<file path="config.mk">
export PLATFORM = sky130hd
export DESIGN_NAME = imem_boot_loader
export DESIGN_NICKNAME = d
export VERILOG_FILES = /design/src/rtl/mips_boot_pkg.sv /design/src/rtl/boot_word_packer.sv /design/src/rtl/imem_boot_loader.sv
export SDC_FILE = /design/constraint.sdc
export NUM_CORES = 1
export LEC_CHECK = 0
export CORE_AREA = 2 2 135 110
export DETAILED_ROUTE_END_ITERATION = 8
export DIE_AREA = 0 0 137 112
export PLACE_DENSITY = 0.65
export SETUP_SLACK_MARGIN = 0.2
export SYNTH_ARGS = -nofsm -noshare
export SYNTH_HDL_FRONTEND = slang
export SYNTH_SLANG_ARGS = --single-unit
export TNS_END_PERCENT = 5
</file>
<file path="constraint.sdc">
create_clock -name clock -period 12.38 [get_ports clock]
set_input_delay 2.476 -clock clock [delete_from_list [all_inputs] [get_ports clock]]
set_output_delay 2.476 -clock clock [all_outputs]
set_load 0.01 [all_outputs]
</file>
<file path="src/rtl/mips_boot_pkg.sv">
// Shared definitions for the instruction-memory boot loader: FSM states,
// frame field sizes and the state-to-handshake decode.
package mips_boot_pkg;

    typedef enum logic [2:0] {
        LEN_HI,
        LEN_LO,
        DATA,
        CSUM,
        DONE,
        ERR
    } boot_state_t;

    localparam int unsigned HDR_BYTES  = 2;
    localparam int unsigned WORD_BYTES = 4;
    localparam int unsigned CSUM_BYTES = 4;
    localparam int unsigned BYTE_W     = 8;
    localparam int unsigned WORD_W     = WORD_BYTES * BYTE_W;
    localparam int unsigned BYTE_CNT_W = $clog2(WORD_BYTES);

    // Only the non-terminal states take bytes from the stream.
    function automatic logic accepts_bytes(input boot_state_t s);
        return (s == LEN_HI) || (s == LEN_LO) || (s == DATA) || (s == CSUM);
    endfunction

endpackage

</file>
<file path="src/rtl/boot_word_packer.sv">
// Assembles MSB-first bytes into 32-bit words; the completed word is presented
// combinationally alongside the 4th byte so the caller can register it.
module boot_word_packer
    import mips_boot_pkg::*;
(
    input  logic              clock,
    input  logic              reset,
    input  logic              i_valid,
    input  logic [BYTE_W-1:0] i_byte,
    output logic              o_word_valid_c,
    output logic [WORD_W-1:0] o_word_c
);

    localparam int unsigned PART_W = WORD_W - BYTE_W;

    logic [BYTE_CNT_W-1:0] r_cnt;
    logic [PART_W-1:0]     r_partial;

    // Only the lower three bytes need to be kept; the 4th arrives with the strobe.
    always_ff @(posedge clock or posedge reset) begin
        if (reset) begin
            r_cnt     <= '0;
            r_partial <= '0;
        end else if (i_valid) begin
            r_cnt     <= r_cnt + BYTE_CNT_W'(1);
            r_partial <= o_word_c[PART_W-1:0];
        end
    end

    assign o_word_c       = {r_partial, i_byte};
    assign o_word_valid_c = i_valid && (r_cnt == BYTE_CNT_W'(WORD_BYTES - 1));

endmodule

</file>
<file path="src/rtl/imem_boot_loader.sv">
// Byte-stream boot loader: parses length/words/checksum, writes instruction
// memory and keeps the CPU held until the checksum has been verified.
module imem_boot_loader
    import mips_boot_pkg::*;
#(
    parameter int unsigned ADDR_W    = 8,
    parameter int unsigned BASE_ADDR = 0
) (
    input  logic              clock,
    input  logic              reset,
    input  logic [7:0]        in_data,
    input  logic              in_valid,
    output logic              in_ready,
    output logic              imem_we,
    output logic [ADDR_W-1:0] imem_addr,
    output logic [31:0]       imem_wdata,
    output logic              cpu_hold,
    output logic              done,
    output logic              error,
    output logic [ADDR_W:0]   words_loaded
);

    localparam int unsigned CNT_W    = ADDR_W + 1;
    localparam int unsigned LEN_W    = HDR_BYTES * BYTE_W;
    localparam int unsigned CSUM_W   = CSUM_BYTES * BYTE_W;
    localparam logic [31:0] CAPACITY = 32'd1 << ADDR_W;

    boot_state_t       r_state;
    boot_state_t       w_state_next;

    logic [BYTE_W-1:0] r_len_hi;
    logic [CNT_W-1:0]  r_word_total;
    logic [CNT_W-1:0]  r_words_loaded;
    logic [CSUM_W-1:0] r_csum;
    logic              r_in_ready;
    logic              r_cpu_hold;
    logic              r_done;
    logic              r_error;
    logic              r_imem_we;
    logic [ADDR_W-1:0] r_imem_addr;
    logic [WORD_W-1:0] r_imem_wdata;

    logic              w_xfer;
    logic              w_pack_valid;
    logic              w_word_valid;
    logic [WORD_W-1:0] w_word;
    logic [LEN_W-1:0]  w_len;
    logic              w_len_ovf;
    logic              w_last_word;
    logic              w_len_load;
    logic              w_word_wr;
    logic              w_ready_next;
    logic              w_hold_next;
    logic              w_done_next;
    logic              w_error_next;

    assign w_xfer       = in_valid && r_in_ready;
    assign w_pack_valid = w_xfer && ((r_state == DATA) || (r_state == CSUM));
    assign w_len        = {r_len_hi, in_data};
    assign w_len_ovf    = 32'(w_len) > CAPACITY;
    assign w_last_word  = (r_words_loaded + CNT_W'(1)) == r_word_total;

    // Packer is shared: DATA always leaves it at a word boundary before CSUM.
    boot_word_packer u_packer (
        .clock          (clock),
        .reset          (reset),
        .i_valid        (w_pack_valid),
        .i_byte         (in_data),
        .o_word_valid_c (w_word_valid),
        .o_word_c       (w_word)
    );

    always_ff @(posedge clock or posedge reset) begin
        if (reset) begin
            r_state <= LEN_HI;
        end else begin
            r_state <= w_state_next;
        end
    end

    always_comb begin
        w_state_next = r_state;
        w_len_load   = 1'b0;
        w_word_wr    = 1'b0;
        w_ready_next = 1'b1;
        w_hold_next  = 1'b1;
        w_done_next  = 1'b0;
        w_error_next = 1'b0;

        case (r_state)
            LEN_HI: begin
                if (w_xfer) begin
                    w_state_next = LEN_LO;
                end
            end
            LEN_LO: begin
                if (w_xfer) begin
                    if (w_len_ovf) begin
                        w_state_next = ERR;
                    end else begin
                        w_len_load   = 1'b1;
                        w_state_next = (w_len == '0) ? CSUM : DATA;
                    end
                end
            end
            DATA: begin
                if (w_word_valid) begin
                    w_word_wr = 1'b1;
                    if (w_last_word) begin
                        w_state_next = CSUM;
                    end
                end
            end
            CSUM: begin
                if (w_word_valid) begin
                    w_state_next = (w_word == r_csum) ? DONE : ERR;
                end
            end
            default: begin
                w_state_next = r_state;
            end
        endcase

        // Status outputs are registered from the next state so they track it exactly.
        w_ready_next = accepts_bytes(w_state_next);
        w_hold_next  = (w_state_next != DONE);
        w_done_next  = (w_state_next == DONE);
        w_error_next = (w_state_next == ERR);
    end

    always_ff @(posedge clock or posedge reset) begin
        if (reset) begin
            r_len_hi       <= '0;
            r_word_total   <= '0;
            r_words_loaded <= '0;
            r_csum         <= '0;
            r_in_ready     <= 1'b1;
            r_cpu_hold     <= 1'b1;
            r_done         <= 1'b0;
            r_error        <= 1'b0;
            r_imem_we      <= 1'b0;
            r_imem_addr    <= '0;
            r_imem_wdata   <= '0;
        end else begin
            r_in_ready <= w_ready_next;
            r_cpu_hold <= w_hold_next;
            r_done     <= w_done_next;
            r_error    <= w_error_next;
            r_imem_we  <= w_word_wr;

            if ((r_state == LEN_HI) && w_xfer) begin
                r_len_hi <= in_data;
            end
            if (w_len_load) begin
                r_word_total <= CNT_W'(w_len);
            end
            // Address wraps only through truncation to ADDR_W bits.
            if (w_word_wr) begin
                r_imem_addr    <= ADDR_W'(BASE_ADDR) + r_words_loaded[ADDR_W-1:0];
                r_imem_wdata   <= w_word;
                r_csum         <= r_csum ^ w_word;
                r_words_loaded <= r_words_loaded + CNT_W'(1);
            end
        end
    end

    assign in_ready     = r_in_ready;
    assign cpu_hold     = r_cpu_hold;
    assign done         = r_done;
    assign error        = r_error;
    assign imem_we      = r_imem_we;
    assign imem_addr    = r_imem_addr;
    assign imem_wdata   = r_imem_wdata;
    assign words_loaded = r_words_loaded;

endmodule
</file>
* Word level (Yosys, flattened, before mapping) *
Cells that the tools add are included.

word-level totals
  flip-flop bits (word level) = 132
  input port bits = 11

cells by class
  $add $sub $neg = 2
  magnitude comparators = 1
  equality and inequality tests = 12
  mux-type cells = 14
  bitwise logic cells = 1
  reductions and logical operators = 11

operator list
  kind                   count
  $eq A32 B32 Y1         1
  $xor A32 B32 Y32       1
  $mux W3                6
  $gt A16 B9 Y1 const B  1
  $logic_not A16 Y1      1
  $eq A3 B2 Y1 const B   4
  $pmux W3 S4            1
  $add A9 B1 Y9 const B  1
  $eq A9 B9 Y1           1
  $mux W1                7
  $eq A3 B1 Y1 const B   2
  $eq A3 B3 Y1 const B   2
  $logic_not A3 Y1       2
  $logic_and A1 B1 Y1    4
  $logic_or A1 B1 Y1     4
  $ne A3 B3 Y1 const B   1
  $add A2 B1 Y2 const B  1
  $eq A2 B2 Y1 const B   1

* Depth between registers and ports, before layout *
  word-level depth = 10
  mapped depth = 8

* Modules after synthesis *
A second synthesis with hierarchy kept.

second synthesis, totals
  cell total of the unflattened synthesis = 494
  area, all modules = 5793.1 um^2

by module, submodules not included
  module            times used  cells each  area each (um^2)  sequential area each (um^2)
  imem_boot_loader  1           428         4650.7            2655.0
  boot_word_packer  1           66          1142.3            650.6

* Least setup slack after synthesis *
OpenSTA, ideal clock, no wires.

  path kind = input-to-reg
  start = input port in_data[4]
  end = register r_cpu_hold (netlist: cpu_hold)
  setup time = 0.082 ns
  arrival time = 3.813 ns
  required time = 12.298 ns
  setup slack = 8.485 ns
  cell stages on the path = 6
  buffers on the path = 0
  cell sequence = nor4_2 > and3_1 > o2111ai_1 > o2bb2ai_1 > o32a_2 > or2_1

between the ends
  word-level cells in the longest chain between the ends = 6
  elaborated cells on any way between the ends = 10
  those cells by class = 1 x order compare; 2 x eq/ne; 6 x mux; 1 x reduce/logical

RTL lines
  element                                                line                     RTL
  from (decl)                                            imem_boot_loader.sv:11   input logic [7:0] in_data,
  branches (longest 4 deep; another with $gt A16 B9 Y1)  -
  $pmux W3 S4 (*)                                        imem_boot_loader.sv:90   case (r_state)
  named net w_state_next[0]                              imem_boot_loader.sv:29   boot_state_t w_state_next;
  $ne A3 B3 Y1 (*)                                       imem_boot_loader.sv:126  w_hold_next = (w_state_next != DONE);
  named net w_hold_next                                  imem_boot_loader.sv:53   logic w_hold_next;
  to (signal assigned)                                   imem_boot_loader.sv:146  r_cpu_hold <= w_hold_next;
  to (decl)                                              imem_boot_loader.sv:36   logic r_cpu_hold;

Mark *: on every way through the listed nets, which the timed path passes.
A chain may end at the register's enable or synchronous reset.

* Worst setup path after layout *
  start = input port in_data[0]
  end = register r_word_total[5]

between the ends
  word-level cells in the longest chain between the ends = 4

RTL lines
  element               line                     RTL
  $gt A16 B9 Y1         imem_boot_loader.sv:60   assign w_len_ovf = 32'(w_len) > CAPACITY;
  $mux W1               imem_boot_loader.sv:98   if (w_len_ovf) begin
  $mux W1               imem_boot_loader.sv:97   if (w_xfer) begin
  $mux W1               imem_boot_loader.sv:90
  to (signal assigned)  imem_boot_loader.sv:155  r_word_total <= CNT_W'(w_len);
  to (decl)             imem_boot_loader.sv:32   logic [CNT_W-1:0] r_word_total;

No other way between the ends.

==> metrics.csv <==
stage,metric,value,unit
status,status,finished clean,
sta,Slew headroom,28.9,%
critical_path,CP bufs+invs,1,
layout,Antenna diodes,0,
sta,clock skew,0.00672,ns
floorplanning,die width,137,microns
synth,post-synthesis mux area share,8.37,%
clock_network,Resized cells post-CTS,0,
clock_network,CTS tree,done,
critical_path,CP max FO,10,
route,Met3 Routed Length,578,microns
synth,Post-Syn Area,0.00565,sq mm
hold_path,hold depth,2,
clock_network,# clock sinks,132,
route,met1 wire length,5.70,mm
grt,residual overflow from global routing,0,
sta,endpoints failing hold,0,
synth,"Seq/Total Area, Yosys",58.5,%
critical_path,R2R Path Start,in_ready,
floorplanning,Starting Density,40.2,%
job,max-cap viol count,0,
critical_path,WS Path Type,input pin to register,
route,Iter 0 DRT Violations,275,
synth,Synth Area in XOR/XNOR,12.6,%
critical_path,slowest library cell on the worst path,clkdlybuf4s50_1,
sta,Max Freq,0.222,GHz
synth,Synth Instances,494,
route,Final ANT Viol Nets,0,
sta,final setup fails,0,
route,Post-Route WL,12.0,mm
sta,Setup TNS Final,0,ns
synth,number of flops mapped to enable cells by yosys,0,
clock_network,CTS hold repair buffers,0,
grt,antenna violations before repair,0,
route,via/cell ratio,4.88,
place,DP HPWL,8.09,mm
clock_network,TritonCTS buffer count,17,
layout,Area Growth Syn to Fin,25.6,%
layout,Non-Filler Instances,757,
place,gpl congestion,0.789,
route,WL per Instance,15.9,microns
layout,fillcell total,1268,
route,DRT Pass-1 Iters,4,
floorplanning,Top Ports,65,
route,residual DRC count,0,
critical_path,CP required,12.67,ns
power,total power,0.988,mW
critical_path,Critical Path Sink Type,register,
place,Inst Count DP,725,
critical_path,R2R setup slack,10.03,ns
sta,RSZ-0062 raised after global routing,false,
synth,leading area contributor after synthesis,dfrtp_1,
layout,share of layout cells above drive strength 1,15.4,%
grt,vias in the first global route,3853,
hold_path,Hold Startpoint,imem_addr[1],
hold_path,HP Class,register to register,
place,I/O Buffers,64,
synth,Post-synth top cells,"133 x nand2_1, 130 x dfrtp_1, 73 x xnor2_1",
synth,synthesis-stage register bit count,132,
critical_path,CP top delay family,simple AND/OR/NAND/NOR gates,
grt,first-pass GRT wire length,20.1,mm
critical_path,"slowest stage delay, CP",0.58,ns
clock_network,CTS root buffer,clkbuf_16,
clock_network,Post-CTS Repair Setup Buffers,0,
clock_network,Bufs on Longest Clock Path,2,
critical_path,r2r endpoint,cpu_hold,
layout,Final Util,50.5,%
route,DR vias,3694,
synth,combinational family with the most area after synthesis,simple AND/OR/NAND/NOR gates,
grt,pin count of the biggest net entering global routing,87,
critical_path,startpoint types,input pin,
route,wire length on met2,5.60,mm
sta,Tmin final,4.51,ns
sta,pins over their slew limit,0,
synth,asr flop ratio synth,100,%
sta,Tcrit/Tclk final,36.4,%
floorplanning,# rows,39,
synth,ys flop type,dfrtp_1,
clock_network,CTS H-tree depth,4,
sta,Least-Margin Pin Slew,1.07,ns
synth,Synth Area in Compound Gates,2.68,%
synth,Mapped Avg Cell Area,11.4,sq um
floorplanning,Die Area,0.0153,sq mm
route,Top Metal Used,met4,
synth,Simple-Gate Fraction of Synth Area,15.5,%
clock_network,Clock Latency Late Sink,0.41,ns
synth,post-synth top area share,57.6,%
synth,"count leader, synth",nand2_1,
floorplanning,die extent in y,112,microns
synth,Synth Net Count,507,
synth,Yosys Warn Count,0,
grt,total track usage,17.1,%
floorplanning,floorplan core area,0.0141,sq mm
critical_path,crit-path cells,"clkdlybuf4s50_1, nor4_2, nand2_1, a21oi_1, and3_1, mux2_2",
critical_path,Crit path arrival time,4.80,ns
power,"IR drop worst, VDD",0.000103,V
clock_network,Worst-path clk slew,0.06,ns
power,leakage,3.38,nW
synth,synth unique cells,44,
hold_path,worst-case hold path end point,imem_addr[1],
layout,final-stage net count,573,
synth,Post-Synth Adder-Cell Area,0.443,%
power,PwrDens,139,mW/mm^2
critical_path,Worst Reg-to-Reg Cells,7,
synth,largest cells by area after synthesis,"dfrtp_1 58%, xnor2_1 11%, nand2_1 8.8%",
==> flip-flops by register name, summed over array words and instances (netlist names) <==
| name | count |
|---|---|
| cpu_hold | 1 |
| done | 1 |
| error | 1 |
| imem_addr | 8 |
| imem_wdata | 32 |
| imem_we | 1 |
| in_ready | 1 |
| r_csum | 32 |
| r_len_hi | 8 |
| r_state | 3 |
| r_word_total | 9 |
| u_packer.r_cnt | 2 |
| u_packer.r_partial | 24 |
| words_loaded | 9 |
==> layer usage <==
layer  track usage, %  vias to the layer above
met5                0                        -
met4             6.25                        0
met3             4.37                       13
met2             25.2                       81
met1             24.4                     1835
li1                 -                     1765
==> worst register-to-register path, cell delays in order, from the launching register on <==
cell and delay, ns:
dfstp_2 0.58, and4b_1 0.20, buf_4 0.36, nand2_2 0.10
nor4_2 0.28, a21oi_1 0.10, o32a_2 0.41, or2_1 0.24
==> metrics by stage <==
stage / hold slack (ns) / instance area [sq um] / setup slack [ns]
after detailed placement: 0.465 / 6450 / 7.48
after CTS: 0.479 / 7090 / 7.90
after floorplan: 0.448 / 5650 / 6.38
after global placement: 0.462 / 6450 / 7.55
final: 0.470 / 7090 / 7.87
after global routing: 0.499 / 7090 / 7.76
==> layout by cell type, fill, tap and decap left out, types with 2 or more instances in the layout <==
| cell | n |
|---|---|
| ha_1 | 2 |
| clkinv_4 | 2 |
| nor4_1 | 2 |
| nor2b_1 | 2 |
| and3_1 | 3 |
| xnor2_1 | 73 |
| mux2_2 | 42 |
| or3_1 | 2 |
| buf_4 | 3 |
| clkdlybuf4s50_1 | 64 |
| and3b_1 | 2 |
| nor4_2 | 4 |
| clkbuf_8 | 3 |
| a21oi_1 | 8 |
| nand4_1 | 11 |
| clkinv_2 | 3 |
| and4b_1 | 2 |
| nand2_1 | 133 |
| dfrtp_1 | 130 |
| dfstp_2 | 2 |
| inv_1 | 2 |
| clkinvlp_4 | 2 |
| a211oi_1 | 2 |
| o21ai_0 | 5 |
| clkbuf_16 | 17 |
| nand3_1 | 7 |
| bufinv_16 | 4 |
| nor3_1 | 4 |
| nor2_1 | 8 |
| xor2_1 | 8 |
| nand2b_1 | 2 |
| and4_1 | 2 |
==> worst max path at each step <==
stage | startpoint | end | slack (ns) | depth (start not counted)
4_1_cts | in_data[1] | r_word_total[5] | 7.90 | 6
5_1_grt | in_data[1] | r_word_total[7] | 7.76 | 6
3_5_place_dp | in_data[1] | r_word_total[5] | 7.48 | 6
6_report | in_data[0] | r_word_total[5] | 7.87 | 6
2_1_floorplan | reset | done | 6.38 | 1
3_3_place_gp | in_data[1] | r_word_total[8] | 7.55 | 6
==> power breakdown <==
part           switching (mW)  internal (mW)
Clock                   0.185          0.353
Sequential                  0          0.432
Combinational          0.0134        0.00453
==> cell families (layout without fill, tap and decap cells) <==
family          after synthesis  in the layout
buf+inv                      24            103
compound gates               23             23
flops                       132            132
xor+xnor                     81             81
mux                          42             42
simple gates                190            190
fa+ha+maj                     2              2
==> final cells by class <==
cell class | instances | area [sq um] | share of cell area, %
Inverter | 4 | 17.5 | 0.247
Timing Repair Buffer | 67 | 663 | 9.35
Tap cell | 184 | 230 | 3.25
Clock inverter | 12 | 176 | 2.49
Multi-Input combinational cell | 338 | 2230 | 31.5
Clock buffer | 20 | 467 | 6.58
Sequential cell | 132 | 3310 | 46.6
(Power assumes the default switching activity.)
